===== src/rtl/conv_pass_sched.sv =====
// rtl/conv_pass_sched.sv - conv pass scheduler: channel-inner/filter-outer pass sequencing
// Optional WAIT watchdog enabled by defining SCHED_TIMEOUT_EN.
module conv_pass_sched #(
    parameter int FW      = 4,
    parameter int CW      = 4,
    parameter int TIMEOUT = 255
) (
    input  logic          clk,
    input  logic          rst_n,
    input  logic          start,
    input  logic          abort,
    input  logic [FW-1:0] num_filters,
    input  logic [CW-1:0] num_channels,
    input  logic          conv_done,
    output logic          conv_go,
    output logic [FW-1:0] filt_bank,
    output logic [CW-1:0] chan_sel,
    output logic          acc_keep,
    output logic          wb_en,
    output logic          busy,
    output logic          done,
    output logic          err
);

    typedef enum logic [2:0] {
        S_IDLE   = 3'd0,
        S_LAUNCH = 3'd1,
        S_WAIT   = 3'd2,
        S_ADV    = 3'd3,
        S_FIN    = 3'd4
    } state_t;

    state_t        state_q, state_d;
    logic [FW-1:0] filt_q, filt_d;
    logic [CW-1:0] chan_q, chan_d;
    logic [FW-1:0] nf_q, nf_d;
    logic [CW-1:0] nc_q, nc_d;
    logic          accept;
    logic          timeout_hit;

    // Abort outranks start, so a simultaneous start/abort in IDLE is dropped.
    assign accept = (state_q == S_IDLE) && start && !abort;

`ifdef SCHED_TIMEOUT_EN
    localparam int TW = $clog2(TIMEOUT + 1);

    logic [TW-1:0] wcnt_q, wcnt_d;
    logic          err_q, err_d;

    assign timeout_hit = (wcnt_q == TW'(TIMEOUT - 1));

    // Counter is zero in every state but WAIT, so it starts fresh on each WAIT entry.
    always_comb begin
        wcnt_d = '0;
        if (state_q == S_WAIT) begin
            wcnt_d = wcnt_q + TW'(1);
        end
    end

    always_comb begin
        err_d = err_q;
        if (state_q == S_WAIT && !conv_done && !abort && timeout_hit) begin
            err_d = 1'b1;
        end else if (accept) begin
            err_d = 1'b0;
        end
    end

    always_ff @(posedge clk or negedge rst_n) begin
        if (!rst_n) begin
            wcnt_q <= '0;
            err_q  <= 1'b0;
        end else begin
            wcnt_q <= wcnt_d;
            err_q  <= err_d;
        end
    end

    assign err = err_q;
`else
    assign timeout_hit = 1'b0;
    assign err         = 1'b0;
`endif

    always_comb begin
        state_d = state_q;
        filt_d  = filt_q;
        chan_d  = chan_q;
        nf_d    = nf_q;
        nc_d    = nc_q;
        case (state_q)
            S_IDLE: begin
                if (accept) begin
                    nf_d    = num_filters;
                    nc_d    = num_channels;
                    filt_d  = '0;
                    chan_d  = '0;
                    state_d = S_LAUNCH;
                end
            end
            S_LAUNCH: state_d = S_WAIT;
            S_WAIT: begin
                if (conv_done) begin
                    state_d = S_ADV;
                end else if (timeout_hit) begin
                    filt_d  = '0;
                    chan_d  = '0;
                    state_d = S_IDLE;
                end
            end
            S_ADV: begin
                if (chan_q < nc_q) begin
                    chan_d  = chan_q + CW'(1);
                    state_d = S_LAUNCH;
                end else if (filt_q < nf_q) begin
                    chan_d  = '0;
                    filt_d  = filt_q + FW'(1);
                    state_d = S_LAUNCH;
                end else begin
                    state_d = S_FIN;
                end
            end
            S_FIN: begin
                filt_d  = '0;
                chan_d  = '0;
                state_d = S_IDLE;
            end
            default: begin
                filt_d  = '0;
                chan_d  = '0;
                state_d = S_IDLE;
            end
        endcase

        if (abort && state_q != S_IDLE) begin
            filt_d  = '0;
            chan_d  = '0;
            state_d = S_IDLE;
        end
    end

    always_ff @(posedge clk or negedge rst_n) begin
        if (!rst_n) begin
            state_q <= S_IDLE;
            filt_q  <= '0;
            chan_q  <= '0;
            nf_q    <= '0;
            nc_q    <= '0;
        end else begin
            state_q <= state_d;
            filt_q  <= filt_d;
            chan_q  <= chan_d;
            nf_q    <= nf_d;
            nc_q    <= nc_d;
        end
    end

    // wb_en is qualified by busy so the idle compare of two zeroed registers stays low.
    assign conv_go   = (state_q == S_LAUNCH);
    assign done      = (state_q == S_FIN);
    assign busy      = (state_q != S_IDLE);
    assign filt_bank = filt_q;
    assign chan_sel  = chan_q;
    assign acc_keep  = (chan_q != '0);
    assign wb_en     = busy && (chan_q == nc_q);

endmodule


===== config.mk =====
export PLATFORM = sky130hd
export DESIGN_NAME = conv_pass_sched
export DESIGN_NICKNAME = d
export VERILOG_FILES = /design/src/rtl/conv_pass_sched.sv
export SDC_FILE = /design/constraint.sdc
export NUM_CORES = 1
export LEC_CHECK = 0
export CELL_PAD_IN_SITES_DETAIL_PLACEMENT = 0
export CELL_PAD_IN_SITES_GLOBAL_PLACEMENT = 1
export CORE_MARGIN = 10
export CORE_UTILIZATION = 34
export DETAILED_ROUTE_END_ITERATION = 10
export MAX_ROUTING_LAYER = met4
export PLACE_DENSITY = 0.83
export SLEW_MARGIN = 40
export SYNTH_ARGS = -nofsm -noshare
export SYNTH_HDL_FRONTEND = slang
export SYNTH_SLANG_ARGS = --single-unit

===== constraint.sdc =====
create_clock -name clk -period 2.2 [get_ports clk]
set_clock_uncertainty 0.2 [all_clocks]
set_input_delay 0.66 -clock clk [delete_from_list [all_inputs] [get_ports clk]]
set_output_delay 0.66 -clock clk [all_outputs]
set_load 0.05 [all_outputs]

==> metrics.md, run 1 <==
| Metric | Value |
|---|---|
| Mean Syn Cell Area | `11.3 um^2` |
| Outcome | `complete, but fails checks` |
| Fin. max-slew vios | `0` |
| Critical Path RT | `1.34 ns` |
| Yosys warns | `0` |
| Buf/Inv on CP | `1` |
| Initial antenna violation count | `0` |
| Area Growth Syn to Fin | `61.0%` |
| Die X | `78.7 um` |
| Max-cap violations | `0` |
| Hold Path End | `nc_q[2]` |
| Period minus WS final | `~2.3 ns` |
| Met2 wire len | `1550 um` |
| Comb pwr share | `41.8%` |
| Via count | `998` |
| Ys async rst share | `100%` |
| DP HPWL | `between 2000 and 2500 um` |
| Pwr Density | `556 mW/mm^2` |
| CP Max Fanout | `2` |
| Reg2Reg Setup Slack | `0.07 ns` |
| Worst Setup End Kind | `primary output` |
| Top Layer Used | `met4` |
| DR WL met3 | `81 um` |
| Mapped cell area | `0.00117 mm^2` |
| Crit start category | `flop` |
| Seq cells post-synth | `19` |
| RR Startpoint | `filt_bank[2]` |
| Seq/Total Area, Yosys | `40.6%` |
| Number of CTS-inserted buffers | `3` |
| Largest net degree at the start of global routing | `20` |
| Hold Buf Count CTS | `0` |
| P_sw | `0.000354 W` |
| WL final | `2970 um` |
| Part of the power in the clock network | `16.8%` |
| Pwr Total | `around 0.0010 W` |
| Share of layout cells above drive strength 1 | `51.3%` |
| Area of the core | `0.00334 mm^2` |
| Routed length on met1 | `about 1300 um` |
| Worst-path clk slew | `approximately 0.10 ns` |
| Final worst slack | `-0.131 ns` |
| RSZ-0062 raised after global routing | `yes` |
| Total grt overflow | `0` |
| Initial DRC Count | `36` |
| WL per Instance | `14.7 um` |
| CTS max path bufs | `2` |
| Vias per cell | `~4.9` |
| Drt first pass iters | `5` |
| Antenna Nets Post-Route | `0` |
| Synth area leaders | `dfrtp_1, ha_1, mux2_2, a2111oi_4, inv_1` |
| Post-synth top flop | `dfrtp_1` |
| Final instance area | `roughly 0.0019 mm^2` |
| Lkg Pwr | `0.857 nW` |
| # port buffers | `25` |
| Fin crit share | `106%` |
| Top cell type's share of synthesized area | `40.6%` |
| Min-Delay Path Depth | `1` |
| Violated checks | `negative setup slack` |
| Num rows | `21` |
| GPL Wtd Cong | `0.791` |
| Drt drc | `0` |
| R2r worst-path depth | `6` |
| Post-layout net count | `180` |
| Final Hold Violating Endpoints | `0` |
| Worst vdd ir | `353 uV` |
| HP Class | `flop to flop` |
| Sink Count | `19` |
| Post-synth cell types | `37` |
| Setup violators final | `1` |
| Synth area leader | `dfrtp_1` |
| N_diodes | `0` |
| Total GRT Usage | `9.75%` |
| CTS tree | `done` |
| Die height | `78.7 um` |
| Hold Startpoint | `nc_q[2]` |
| Starting Density | `35.1%` |
| Mapped Cells | `approximately 100` |
| Worst-path cell chain | `ha_4, nand4_1, nor2_2, buf_12` |
| H-Tree Depth | `1` |
| Family with the most delay on the worst path | `flip-flops` |
| Filler Cell Count | `310` |
| Switching fraction of total power | `33.8%` |
| Syn_nets | `between 100 and 150` |
| Critical setup path kind | `flop to primary output` |
| Vias in the first global route | `1,018` |
| Seq pwr share | `41.4%` |
| Max incr delay on CP | `0.45 ns` |
| Critical path arrival | `approximately 1.5 ns` |
| Max Fclk | `between 0.4 and 0.5 GHz` |
| Final core area utilization | `56.6%` |
| Clk root buf | `clkbuf_4` |
| R2r endpoint | `filt_bank[2]` |
| First-pass GRT wire length | `between 4000 and 5000 um` |
| # IOs | `27` |
| P_int | `around 0.00069 W` |
| Die ar. | `approximately 0.0062 mm^2` |
| EDFF count, synth | `0` |
| Dpl cell area | `0.00169 mm^2` |
| Worst-Skew Late Latency | `about 0.3 ns` |
| Worst path slowest cell | `dfrtp_2` |
| Worst hold slack | `0.302 ns` |
==> registers in the layout (all words and copies together) (netlist names) <==
name       cells
chan_sel       4
state_q        3
nf_q           4
nc_q           4
filt_bank      4
==> through the flow <==
stage | std cells | worst slack [ns] | setup TNS [ns]
global route | 202 | -0.214 | -0.258
floorplan | 104 | -0.335 | -0.869
CTS | 192 | -0.170 | -0.170
detailed placement | 187 | -0.409 | -3.83
finish | 202 | -0.131 | -0.131
global placement | 187 | -0.368 | -3.33
==> synthesized netlist by cell type, drive strengths merged (3+ instances only) <==
| library cell | count |
|---|---|
| dfrtp | 19 |
| ha | 10 |
| mux2 | 10 |
| inv | 9 |
| nor3 | 6 |
| nand2 | 4 |
| nor2 | 4 |
| a2111oi | 3 |
| a21o | 3 |
| a22o | 3 |
| buf | 3 |
| nand3 | 3 |
==> kinds of logic after synthesis <==
family	synth area share, %
DFF	40.6
muxes	10.5
AOI/OAI and AO/OA	18.6
buffers and inverters	4.38
other	0.320
adders and majority gates	10.7
and+or+nand+nor	14.3
xor gates and xnor gates	0.747
==> per-layer routing <==
layer,up-vias,track usage (%)
met4,0,4.66
met3,2,1.80
met2,20,16.1
met5,-,-
met1,489,11.2
li1,487,-
==> power groups by stage <==
stage | Clock (W) | Combinational (W) | Sequential, W
floorplan | 0 | 0.000252 | 0.000430
detailed placement | 0 | 0.000369 | 0.000441
CTS | 0.000189 | 0.000396 | 0.000438
global placement | 0 | 0.000360 | 0.000438
finish | 0.000176 | 0.000439 | 0.000434
global route | 0.000211 | 0.000476 | 0.000440
==> what timing repair did <==
action / CTS / global route
setup buffers: 1 / 10
setup endpoints to repair: 12 / 12
resized for setup: 15 / 4
pin swaps: 5 / 5
==> placed cells by master, fill, tap and decap left out, types with 3 or more instances in the layout <==
master            n
nand3_1           3
a22o_1            3
buf_12            9
clkbuf_4          3
dfrtp_1          10
ha_4              4
a21o_1            3
ha_1              6
buf_4            28
nand2_1           3
mux2_2            8
dfrtp_2           9
clkdlybuf4s50_1  11
a2111oi_4         3
nor3_1            5
inv_1             7
==> worst max path at each step <==
stage          cells after the start         from           to  slack [ns]
4_1_cts                            4  chan_sel[2]        wb_en       -0.17
6_report                           4  chan_sel[1]        wb_en       -0.13
3_3_place_gp                       6        abort  chan_sel[2]       -0.37
5_1_grt                            5      nc_q[3]        wb_en       -0.21
3_5_place_dp                       6        abort  chan_sel[2]       -0.41
2_1_floorplan                      2   state_q[1]      conv_go       -0.33
==> area by class of cell <==
class                           instances  area [um^2]  share of cell area, %
Clock inverter                          1         5.00                  0.265
Tap cell                               46         57.6                   3.05
Clock buffer                            3         22.5                   1.19
Multi-Input combinational cell         73          751                   39.8
Sequential cell                        19          487                   25.8
Inverter                                9         33.8                   1.79
Timing Repair Buffer                   51          532                   28.2
No activity file was read; power rests on OpenSTA's default activity.
==> inputs of run 2 (changes only) <==
--- a/config.mk
+++ b/config.mk
@@ -8,10 +8,11 @@
 export CELL_PAD_IN_SITES_DETAIL_PLACEMENT = 0
 export CELL_PAD_IN_SITES_GLOBAL_PLACEMENT = 1
 export CORE_MARGIN = 10
-export CORE_UTILIZATION = 34
+export CORE_UTILIZATION = 36
+export CTS_BUF_LIST = sky130_fd_sc_hd__clkbuf_4
 export DETAILED_ROUTE_END_ITERATION = 10
 export MAX_ROUTING_LAYER = met4
-export PLACE_DENSITY = 0.83
+export PLACE_DENSITY = 0.86
 export SLEW_MARGIN = 40
 export SYNTH_ARGS = -nofsm -noshare
 export SYNTH_HDL_FRONTEND = slang
==> metrics.md, run 2 (synthesis results as in run 1) <==
| Metric | Value |
|---|---|
| Largest net degree at the start of global routing | `20` |
| Drt drc | `0` |
| N_diodes | `0` |
| Vias in the first global route | `1,015` |
| Area Growth Syn to Fin | `58.8%` |
| Setup TNS | `-0.154 ns` |
| Setup violators final | `1` |
| CP Max Fanout | `3` |
| RSZ-0062 raised after global routing | `yes` |
| CTS max path bufs | `2` |
| Place WS | `-0.454 ns` |
| First-pass GRT wire length | `4780 um` |
| Drt first pass iters | `4` |
| Max-cap violations | `0` |
| Starting Density | `a little under two fifths` |
| # port buffers | `25` |
| DP HPWL | `2180 um` |
| Outcome | `complete, but fails checks` |
| Buf/Inv on CP | `1` |
| Worst Setup End Kind | `primary output` |
| HP Class | `flop to flop` |
| Vias per cell | `about 5.0` |
| Violated checks | `negative setup slack` |
| Worst path slowest cell | `dfrtp_2` |
| GPL Wtd Cong | `about 0.82` |
| Max incr delay on CP | `0.45 ns` |
| Worst-path clk slew | `0.10 ns` |
| Clk root buf | `clkbuf_4` |
| WL final | `2870 um` |
| Final worst slack | `-0.154 ns` |
| Most frequent cells in the layout | `buf_4, dfrtp_1, clkdlybuf4s50_1, dfrtp_2` |
| Post-layout net count | `around 180` |
| Area of the multi-input gates | `around 770 um^2` |
| Fin. max-slew vios | `0` |
| Num rows | `20` |
| Die X | `~77 um` |
| # IOs | `27` |
| WL per Instance | `approximately 15 um` |
| Final core area utilization | `60.5%` |
| Pwr Density | `570 mW/mm^2` |
| Crit start category | `flop` |
| Initial DRC Count | `27` |
| Sink Count | `19` |
| Fin crit share | `107%` |
| CTS tree | `done` |
| Via count | `985` |
| Worst-Skew Late Latency | `0.30 ns` |
| Reg area | `approximately 490 um^2` |
| Critical setup path kind | `flop to primary output` |
| Family with the most delay on the worst path | `flip-flops` |
| Worst vdd ir | `369 uV` |
| Share of layout cells above drive strength 1 | `51.3%` |
| Number of CTS-inserted buffers | `3` |
| Worst-path cell chain | `ha_4, nand4_1, nor2_2, buf_12` |
| Total GRT Usage | `under 10%` |
| Period minus WS final | `2.35 ns` |
| Die height | `77.1 um` |
| Critical Path RT | `between 1 and 1.5 ns` |
| Lkg Pwr | `between 0.8 and 0.9 nW` |
| Antenna Nets Post-Route | `0` |
| Critical path arrival | `1.49 ns` |
| Final Hold Violating Endpoints | `0` |
| Commonest non-fill, non-tap cell in the layout | `buf_4` |
| Filler Cell Count | `242` |
| Max Fclk | `0.425 GHz` |
| Initial antenna violation count | `0` |
| Die ar. | `approximately 0.0059 mm^2` |
| Total grt overflow | `0` |
| Area of the core | `0.00308 mm^2` |
| H-Tree Depth | `1` |
| Hold Buf Count CTS | `0` |
==> run 2: final cells by class <==
type                    instances  share of cell area (%)
inverters                       9                    1.81
flip-flops and latches         19                    26.1
repair buffers                 47                    26.2
multi-input cells              73                    41.3
clock buffers                   4                    1.61
well taps                      44                    2.96
==> run 2: through the flow <==
step / cells / hold slack [ns] / area, um^2 / total power (W)
2_1_floorplan: 104 / 0.164 / 1210 / 0.000682
3_3_place_gp: 184 / 0.279 / 1670 / 0.000792
3_5_place_dp: 184 / 0.283 / 1670 / 0.000809
4_1_cts: 192 / 0.308 / 1790 / 0.00104
5_1_grt: 196 / 0.350 / 1860 / 0.00113
6_report: 196 / 0.303 / 1860 / 0.00106
==> run 2: path summary, 6_finish.rpt <==
path | from | to | slack (ns) | cells after the start
max | chan_sel[3] | wb_en | -0.15 | 4
min in group asynchronous | rst_n | filt_bank[0] | 0.49 | 2
min reg2reg | nf_q[2] | nf_q[2] | 0.30 | 1
max reg2reg | chan_sel[1] | chan_sel[0] | 0.04 | 7
min | nf_q[2] | nf_q[2] | 0.30 | 1
max in group asynchronous | rst_n | chan_sel[0] | 1.08 | 2
==> run 2: power by group <==
| group | switching (W) | internal [W] | total [W] |
|---|---|---|---|
| logic | 0.000207 | 0.000226 | 0.000433 |
| clock network | 0.000106 | 0.0000830 | 0.000189 |
| registers | 0.0000424 | 0.000397 | 0.000439 |
| total | 0.000355 | 0.000706 | 0.00106 |
==> run 2: timing repair <==
| item | 4_1_cts | 5_1_grt |
|---|---|---|
| gates resized for setup | 13 | 9 |
| endpoints found under the setup margin | 12 | 8 |
| endpoints found under the hold margin | 0 | 0 |
| pin swaps | 5 | 7 |
| buffers inserted | 4 | 4 |
==> run 2: worst reg2reg max path, delay by kind of cell, from the launching register on <==
family	cells	cell delay, ns
AO/OA/AOI/OAI	2	0.32
adder cells (fa/ha/maj)	1	0.24
buffers and inverters	1	0.19
flip-flops	1	0.45
multiplexers	1	0.27
AND/OR/NAND/NOR	2	0.40
==> run 2: routing by layer <==
metal	up-vias	GRT usage (%)	routed length, um
li1	484	-	-
met1	476	10.8	1240
met2	19	17.1	1480
met3	6	2.33	93
met4	0	3.28	55
met5	-	-	0
